### config.mk
export PLATFORM = sky130hd
export DESIGN_NAME = fft_s0_delay_buf
export DESIGN_NICKNAME = d
export VERILOG_FILES = /design/src/rtl/fft_pkg.sv /design/src/rtl/fft_delay_line.sv /design/src/rtl/fft_s0_delay_buf.sv
export SDC_FILE = /design/constraint.sdc
export NUM_CORES = 2
export LEC_CHECK = 0
export CAP_MARGIN = 20
export CORE_ASPECT_RATIO = 0.8
export CORE_UTILIZATION = 53
export DETAILED_ROUTE_END_ITERATION = 16
export PLACE_DENSITY_LB_ADDON = 0.3
export SYNTH_ARGS = -nofsm -noshare
export SYNTH_HDL_FRONTEND = slang
export SYNTH_MEMORY_MAX_BITS = 65536
export SYNTH_SLANG_ARGS = --single-unit
### constraint.sdc
create_clock -name clk -period 1.82 [get_ports clk]
set_input_delay 0.182 -clock clk [delete_from_list [all_inputs] [get_ports clk]]
set_output_delay 0.182 -clock clk [all_outputs]
set_load 0.03 [all_outputs]
### src/rtl/fft_pkg.sv
// Shared sample format, vector types and stage-0 FSM states for the 512-point,
// 16-lane parallel FFT datapath.
package fft_pkg;

  localparam int SIG        = 1;
  localparam int INT        = 2;
  localparam int FLT        = 6;
  localparam int WIDTH      = SIG + INT + FLT;
  localparam int LANES      = 16;
  localparam int HALF_BEATS = 16;
  localparam int FFT_N      = 512;
  localparam int CNT_W      = 5;

  typedef struct packed {
    logic signed [WIDTH-1:0] re;
    logic signed [WIDTH-1:0] im;
  } cplx_t;

  typedef cplx_t [0:LANES-1] cplx_vec_t;

  typedef enum logic {FILL, PAIR} state_t;

  localparam int VEC_W = $bits(cplx_vec_t);

endpackage

### src/rtl/fft_delay_line.sv
// Generic shift-register delay line: on each enabled cycle the head is loaded
// and every entry moves one place towards the tail.
module fft_delay_line #(
  parameter int DEPTH  = 16,
  parameter int DATA_W = 288
) (
  input  logic              clk,
  input  logic              shift_en,
  input  logic [DATA_W-1:0] din,
  output logic [DATA_W-1:0] tail
);

  // Contents are don't-care after reset, so no reset branch is needed.
  logic [DATA_W-1:0] mem [0:DEPTH-1];

  always_ff @(posedge clk) begin
    if (shift_en) begin
      mem[0] <= din;
      for (int i = 1; i < DEPTH; i++) begin
        mem[i] <= mem[i-1];
      end
    end
  end

  assign tail = mem[DEPTH-1];

endmodule

### src/rtl/fft_s0_delay_buf.sv
// Stage-0 input reorder: buffers the first half-frame and presents x[n+256]/x[n]
// pairs to the radix-2 butterfly with a contiguous 16-beat bfly_en window.
module fft_s0_delay_buf
  import fft_pkg::*;
(
  input  logic                    clk,
  input  logic                    rstn,
  input  logic                    clr,
  input  logic                    din_valid,
  input  logic                    din_sop,
  input  logic signed [WIDTH-1:0] din_i   [0:LANES-1],
  input  logic signed [WIDTH-1:0] din_q   [0:LANES-1],
  output logic signed [WIDTH-1:0] dout1_i [0:LANES-1],
  output logic signed [WIDTH-1:0] dout1_q [0:LANES-1],
  output logic signed [WIDTH-1:0] dout2_i [0:LANES-1],
  output logic signed [WIDTH-1:0] dout2_q [0:LANES-1],
  output logic                    bfly_en,
  output logic                    frame_err
);

  localparam logic [CNT_W-1:0] LAST_FILL = CNT_W'(HALF_BEATS - 1);
  localparam logic [CNT_W-1:0] LAST_PAIR = CNT_W'(2 * HALF_BEATS - 1);

  state_t           state, state_nxt;
  logic [CNT_W-1:0] beat_cnt, cnt_nxt;
  logic             pair_load, sop_restart, shift_en;
  cplx_vec_t        din_vec, tail_vec, dout1_r, dout2_r;
  logic [VEC_W-1:0] tail_flat;

  always_comb begin
    din_vec = '0;
    for (int k = 0; k < LANES; k++) begin
      din_vec[k].re = din_i[k];
      din_vec[k].im = din_q[k];
    end
  end

  // A cleared beat is discarded entirely, so clr also blocks the shift.
  assign shift_en = din_valid & ~clr;

  fft_delay_line #(
    .DEPTH  (HALF_BEATS),
    .DATA_W (VEC_W)
  ) u_delay_line (
    .clk      (clk),
    .shift_en (shift_en),
    .din      (din_vec),
    .tail     (tail_flat)
  );

  assign tail_vec = tail_flat;

  // An early sop makes the current beat beat 0 of a new frame.
  always_comb begin
    state_nxt   = state;
    cnt_nxt     = beat_cnt;
    pair_load   = 1'b0;
    sop_restart = 1'b0;
    if (din_valid) begin
      if (din_sop && beat_cnt != '0) begin
        sop_restart = 1'b1;
        cnt_nxt     = CNT_W'(1);
        state_nxt   = FILL;
      end else begin
        cnt_nxt = beat_cnt + CNT_W'(1);
        unique case (state)
          FILL: if (beat_cnt == LAST_FILL) state_nxt = PAIR;
          PAIR: begin
            pair_load = 1'b1;
            if (beat_cnt == LAST_PAIR) state_nxt = FILL;
          end
          default: state_nxt = FILL;
        endcase
      end
    end
  end

  always_ff @(posedge clk or negedge rstn) begin
    if (!rstn) begin
      state     <= FILL;
      beat_cnt  <= '0;
      dout1_r   <= '0;
      dout2_r   <= '0;
      bfly_en   <= 1'b0;
      frame_err <= 1'b0;
    end else if (clr) begin
      state     <= FILL;
      beat_cnt  <= '0;
      dout1_r   <= '0;
      dout2_r   <= '0;
      bfly_en   <= 1'b0;
      frame_err <= 1'b0;
    end else begin
      state    <= state_nxt;
      beat_cnt <= cnt_nxt;
      bfly_en  <= pair_load;
      if (pair_load) begin
        dout1_r <= din_vec;
        dout2_r <= tail_vec;
      end
      // The downstream twiddle counter cannot tolerate a broken window.
      if (sop_restart || (!din_valid && state == PAIR)) begin
        frame_err <= 1'b1;
      end
    end
  end

  for (genvar k = 0; k < LANES; k++) begin : g_lane
    assign dout1_i[k] = dout1_r[k].re;
    assign dout1_q[k] = dout1_r[k].im;
    assign dout2_i[k] = dout2_r[k].re;
    assign dout2_q[k] = dout2_r[k].im;
  end

endmodule

# Word level (Yosys, flattened, before mapping)
# Memories as Yosys holds them, arrays and structs flattened.
# Index checks and enable logic that the tools add are counted.
[totals] elab_cells=106 reg_bits=584 out_inout_bits=578 mem_bits_rw=4608 n_memories=1 in_bits=293
[op_classes] bitwise_logic=3 n_reduce_logical=8 eq_ne=2 add_sub_neg=1 muxes=23
[memory_table] memory="u_delay_line.mem" depth=16 word_bits=288 rd=16 rd_ports_with_merged_regs=0 wr=16 line="fft_delay_line.sv:14" rtl="logic [DATA_W-1:0] mem [0:DEPTH-1];"
[ops] cell="288-bit two-way mux" n=4
[ops] cell="1-bit two-way mux" n=15
[ops] cell="5-bit two-way mux" n=3
[ops] cell="2-bit nonzero test" n=3
[ops] cell="5-bit by 1-bit adder with 5-bit output (second input constant)" n=1
[ops] cell="5-bit by 4-bit equality test with 1-bit output (second input constant)" n=1
[ops] cell="5-bit equality test (second input constant)" n=1
[ops] cell="5-bit nonzero test" n=1
[ops] cell="1-bit logical AND" n=2
[ops] cell="1-bit inverter" n=2
[ops] cell="1-bit case mux with 2 select lines" n=1
[ops] cell="1-bit bitwise AND" n=1
[ops] cell="1-bit logical NOT" n=1
[ops] cell="1-bit logical OR" n=1

# Logic depth before layout (Yosys ltp)
[logic_depth] word_depth=7 ltp_mapped=8 ltp_nobuf=5

# Modules after synthesis
# A second synthesis with hierarchy kept.
[unflattened] hier_cells=7442 hier_area_um2=170070.6
[by_module_without_submodules] module="fft_delay_line" cells_per_inst=4896 seq_area_each_um2=138372.7 area_per_inst_um2=140534.8 n_inst=1
[by_module_without_submodules] module="fft_s0_delay_buf" cells_per_inst=2546 seq_area_each_um2=14614.0 area_per_inst_um2=29535.8 n_inst=1

# Least setup slack after synthesis
# OpenSTA, ideal clock, no wires.
[synth_path] path_kind="input port to flip-flop" startpoint="in clr" endpoint="mem u_delay_line.mem[0][0] (enable)" required_ns=-7.953 n_path_buf=3 path_slack_ns=-199.261 setup_ns=9.773 cell_stages=4 arrival_ns=191.308 cell_sequence="clkbuf_1 clkbuf_1 clkbuf_1 nor2_1"
[synth_lines] element="start: declaration" line="fft_s0_delay_buf.sv:8" rtl="input logic clr,"
[synth_lines] element="end: declaration" line="fft_delay_line.sv:14"

# Worst setup path in the final report
[layout_path] startpoint="reg beat_cnt[0]" endpoint="reg dout1_r, in the netlist dout1_q[38]"
[layout_via] elab_chain_len=5
[layout_rtl] element="start: declaration" line="fft_s0_delay_buf.sv:25" rtl="logic [CNT_W-1:0] beat_cnt, cnt_nxt;"
[layout_rtl] element="start signal: assignment" line="fft_s0_delay_buf.sv:95" rtl="beat_cnt <= cnt_nxt;"
[layout_rtl] element="5-bit nonzero test" line="fft_s0_delay_buf.sv:60" rtl="if (din_sop && beat_cnt != '0) begin"
[layout_rtl] element="1-bit logical AND" line="fft_s0_delay_buf.sv:60"
[layout_rtl] element="1-bit two-way mux" line="fft_s0_delay_buf.sv:60"
[layout_rtl] element="1-bit two-way mux" line="fft_s0_delay_buf.sv:59" rtl="if (din_valid) begin"
[layout_rtl] element="2-bit nonzero test (no line)"
[layout_rtl] element="end signal: assignment" line="fft_s0_delay_buf.sv:98" rtl="dout1_r <= din_vec;"
[layout_rtl] element="end: declaration" line="fft_s0_delay_buf.sv:27" rtl="cplx_vec_t din_vec, tail_vec, dout1_r, dout2_r;"
# Every way passes these cells.
# A chain may end at the register's enable or synchronous reset.

==> metrics.txt <==
CTS clk-pin slew, worst paths 60 ps; post-DR vias/cell 4.86; TritonCTS Sinks 5192; post-DP HPWL 164000 um; Starting Density 53.4%; synthesized area per cell 23.5 um^2; 1st-iter DRT viols 4578; die height 505 um; cts bufs inserted 454; count of cell types in the netlist 26; Max-Cap Viols 0; worst r2r path cells 9; clk_lat worst skew 890 ps; final worst setup slack -630 ps; syn nets 7449; Rows 184; Max Clock Freq 408 MHz; Total GRT Usage 16.8%; drt total wl 271000 um; drt pass-1 iters 5; PortBufs 870; Worst IR Drop VDD 879 uV; # setup viols final 580; layout cells sized above 1 19.6%; gr busiest metal met2; dpl cells 12500; Post-synth EDFFs 4608; CP endpoint dout1_q[38]; Reg-to-Reg End dout1_q[38]; synth top area cells edfxtp_1 (82%), dfrtp_1 (8.7%), nand2b_1 (4.3%), mux2i_1 (3.4%), buf_12 (0.66%); vias in the first global route 68800; CP max FO 8; GP Congestion 0.844; crit path from beat_cnt[0]; Die ar. 319000 um^2; Yosys reg bits 5192; Nets 9382; Yosys Warn Count 0; Post-synth ARST share 11.2%; launch instance of the worst register-to-register path beat_cnt[0]; initial antenna violation count 5; Worst R2R Setup Slack -630 ps; Mapped Area 168000 um^2; largest net degree at the start of global routing 151; Ports 871; global routing usage on met2 27.8%; Fin. Hold Viols 0; Non-Filler Instances 13700; Hold Path Class in2reg; Max Transition Viols Final 0; static leakage 71.3 nW; Slew headroom 55.4%; die outline width 631 um; Max H-tree Level 5; CP Launch Type register; Required @ worst endpoint 2570 ps; worst slew pin tran 669 ps; GR Layer Usage met1 22.1%; period utilisation layout 135%; # fillers 20100; status finished, violations left; met3 usage 2.70%; critical path endpoint category register; RSZ-0062 raised after global routing yes; Yosys top cell by area edfxtp_1; Arr. time, crit path 3200 ps; clock skew 55.3 ps; top post-synthesis cells by count edfxtp_1 (4608), nand2b_1 (1152), dfrtp_1 (584); Syn Inst Count 7154; Core ar. 315000 um^2; vias 66400; CTS root buffer clkbuf_16; top-area cell type share of the netlist area 82.4%; CTS tree yes; Final min period 2450 ps; drt drc 0; antenna-violating nets left 0; Longest Clk Path Bufs 4; Post-synth top flop edfxtp_1; Final Util 64.5%; pwr dens 1170 nW/um^2; GRT overflow 0; failing checks negative setup slack; Avg WL per Cell 19.9 um; first-pass GRT wire length 409000 um; Area growth syn-to-layout 20.8%; Setup CP Type reg2reg; most common cell in the netlist edfxtp_1; Seq/Total Area, Yosys 91.1%
## layout by cell type (no fill, tap or decap), types with 9 or more instances in the layout
cell type / Yosys / routed
inv_6: 0 / 11
clkinvlp_4: 0 / 15
bufinv_16: 0 / 48
dlygate4sd3_1: 0 / 265
nand2b_1: 1152 / 1152
clkinv_4: 0 / 9
edfxtp_1: 4608 / 4608
buf_8: 4 / 32
clkinv_2: 0 / 87
buf_12: 55 / 181
clkbuf_1: 131 / 92
mux2i_2: 0 / 38
buf_6: 2 / 38
buf_16: 0 / 24
clkbuf_16: 0 / 474
clkbuf_8: 0 / 23
mux2i_1: 576 / 524
dfrtp_1: 584 / 582
buf_2: 0 / 496
mux2i_4: 0 / 14
clkdlybuf4s50_1: 0 / 290
buf_4: 4 / 327
clkinv_1: 0 / 75
## how the worst min path moves through the flow
stage / from / to / cells after the start / slack (ps)
after CTS: din_q[52] / dout1_q[52] / 3 / 0.07
after detailed placement: rstn / dout1_q[62] / 1 / 80
after global routing: din_q[52] / u_delay_line.mem[0][97] / 1 / 0.4
final: din_q[52] / dout1_q[52] / 3 / 70
after floorplan: rstn / beat_cnt[0] / 0 / -110
after global placement: rstn / dout1_q[62] / 1 / 80
## cell families (layout without fill, tap and decap cells)
kind of cell / Yosys count / count (layout) / synth area share [%]
AO/OA/AOI/OAI: 19 / 19 / 0.0753
adder cells (fa/ha/maj): 2 / 2 / 0.0149
buffers and inverters: 200 / 2516 / 1.02
flip-flops: 5192 / 5192 / 91.1
multiplexers: 576 / 576 / 3.43
other: 0 / 3 / 0
AND/OR/NAND/NOR: 1165 / 1165 / 4.34
## layout make-up
class	instances	area (um^2)	share of cell area (%)
Timing Repair Buffer	1673	16100	7.92
Clock inverter	262	2810	1.38
Inverter	4	15.0	0.00740
Multi-Input combinational cell	1762	13600	6.68
Sequential cell	5192	153000	75.4
Clock buffer	577	12200	6.02
Antenna cell	3	7.51	0.00370
Tap cell	4185	5240	2.58
## registers in the layout (all words and copies together), names as in the netlist
| register | flops |
|---|---|
| beat_cnt | 5 |
| bfly_en | 1 |
| dout1_i | 144 |
| dout1_q | 144 |
| dout2_i | 144 |
| dout2_q | 144 |
| frame_err | 1 |
| state | 1 |
| u_delay_line.mem | 4608 |
## timing repair
action	4_1_cts	5_1_grt
hold buffers	262	3
setup endpoints to repair	1096	583
endpoints found under the hold margin	1114	3
pin swaps	5	3
setup buffers	45	12
cloned	31	12
gates resized for setup	2739	100
## worst max-delay path: stages, from the launching register on
cell and delay, ps:
dfrtp_1 400, inv_2 90, ha_4 130, or4b_4 480, a21oi_4 220, buf_6 140, buf_16 170, clkbuf_16 250
clkbuf_16 160, mux2i_1 210
## where the power goes
| group | leakage (nW) | switching, mW | internal, mW |
|---|---|---|---|
| Clock | 7.34 | 40.9 | 54.5 |
| Combinational | 12.6 | 3.46 | 2.39 |
| Sequential | 51.4 | 1.08 | 134 |
## metal layers
| layer | wire length [um] | up-vias | part of all wire [%] |
|---|---|---|---|
| met5 | 13 | - | 0.0048 |
| met4 | 12900 | 2 | 4.7 |
| met3 | 11000 | 590 | 4.0 |
| met2 | 133000 | 1449 | 49 |
| met1 | 115000 | 33300 | 42 |
| li1 | - | 31100 | - |
## metrics by stage
step           setup TNS, ps  area (um^2)  setup WS, ps  hold slack (ps)  power (mW)
2_1_floorplan              -       168000        -67210             -114         138
3_3_place_gp        -1337260       185000          -589             81.3         143
3_5_place_dp        -1548350       185000          -690             81.4         143
4_1_cts              -268230       203000          -555           0.0682         239
5_1_grt              -332310       203000          -689            0.404         244
6_report             -288800       203000          -630             65.2         236
Note: power is estimated with default switching activity, not from simulation.
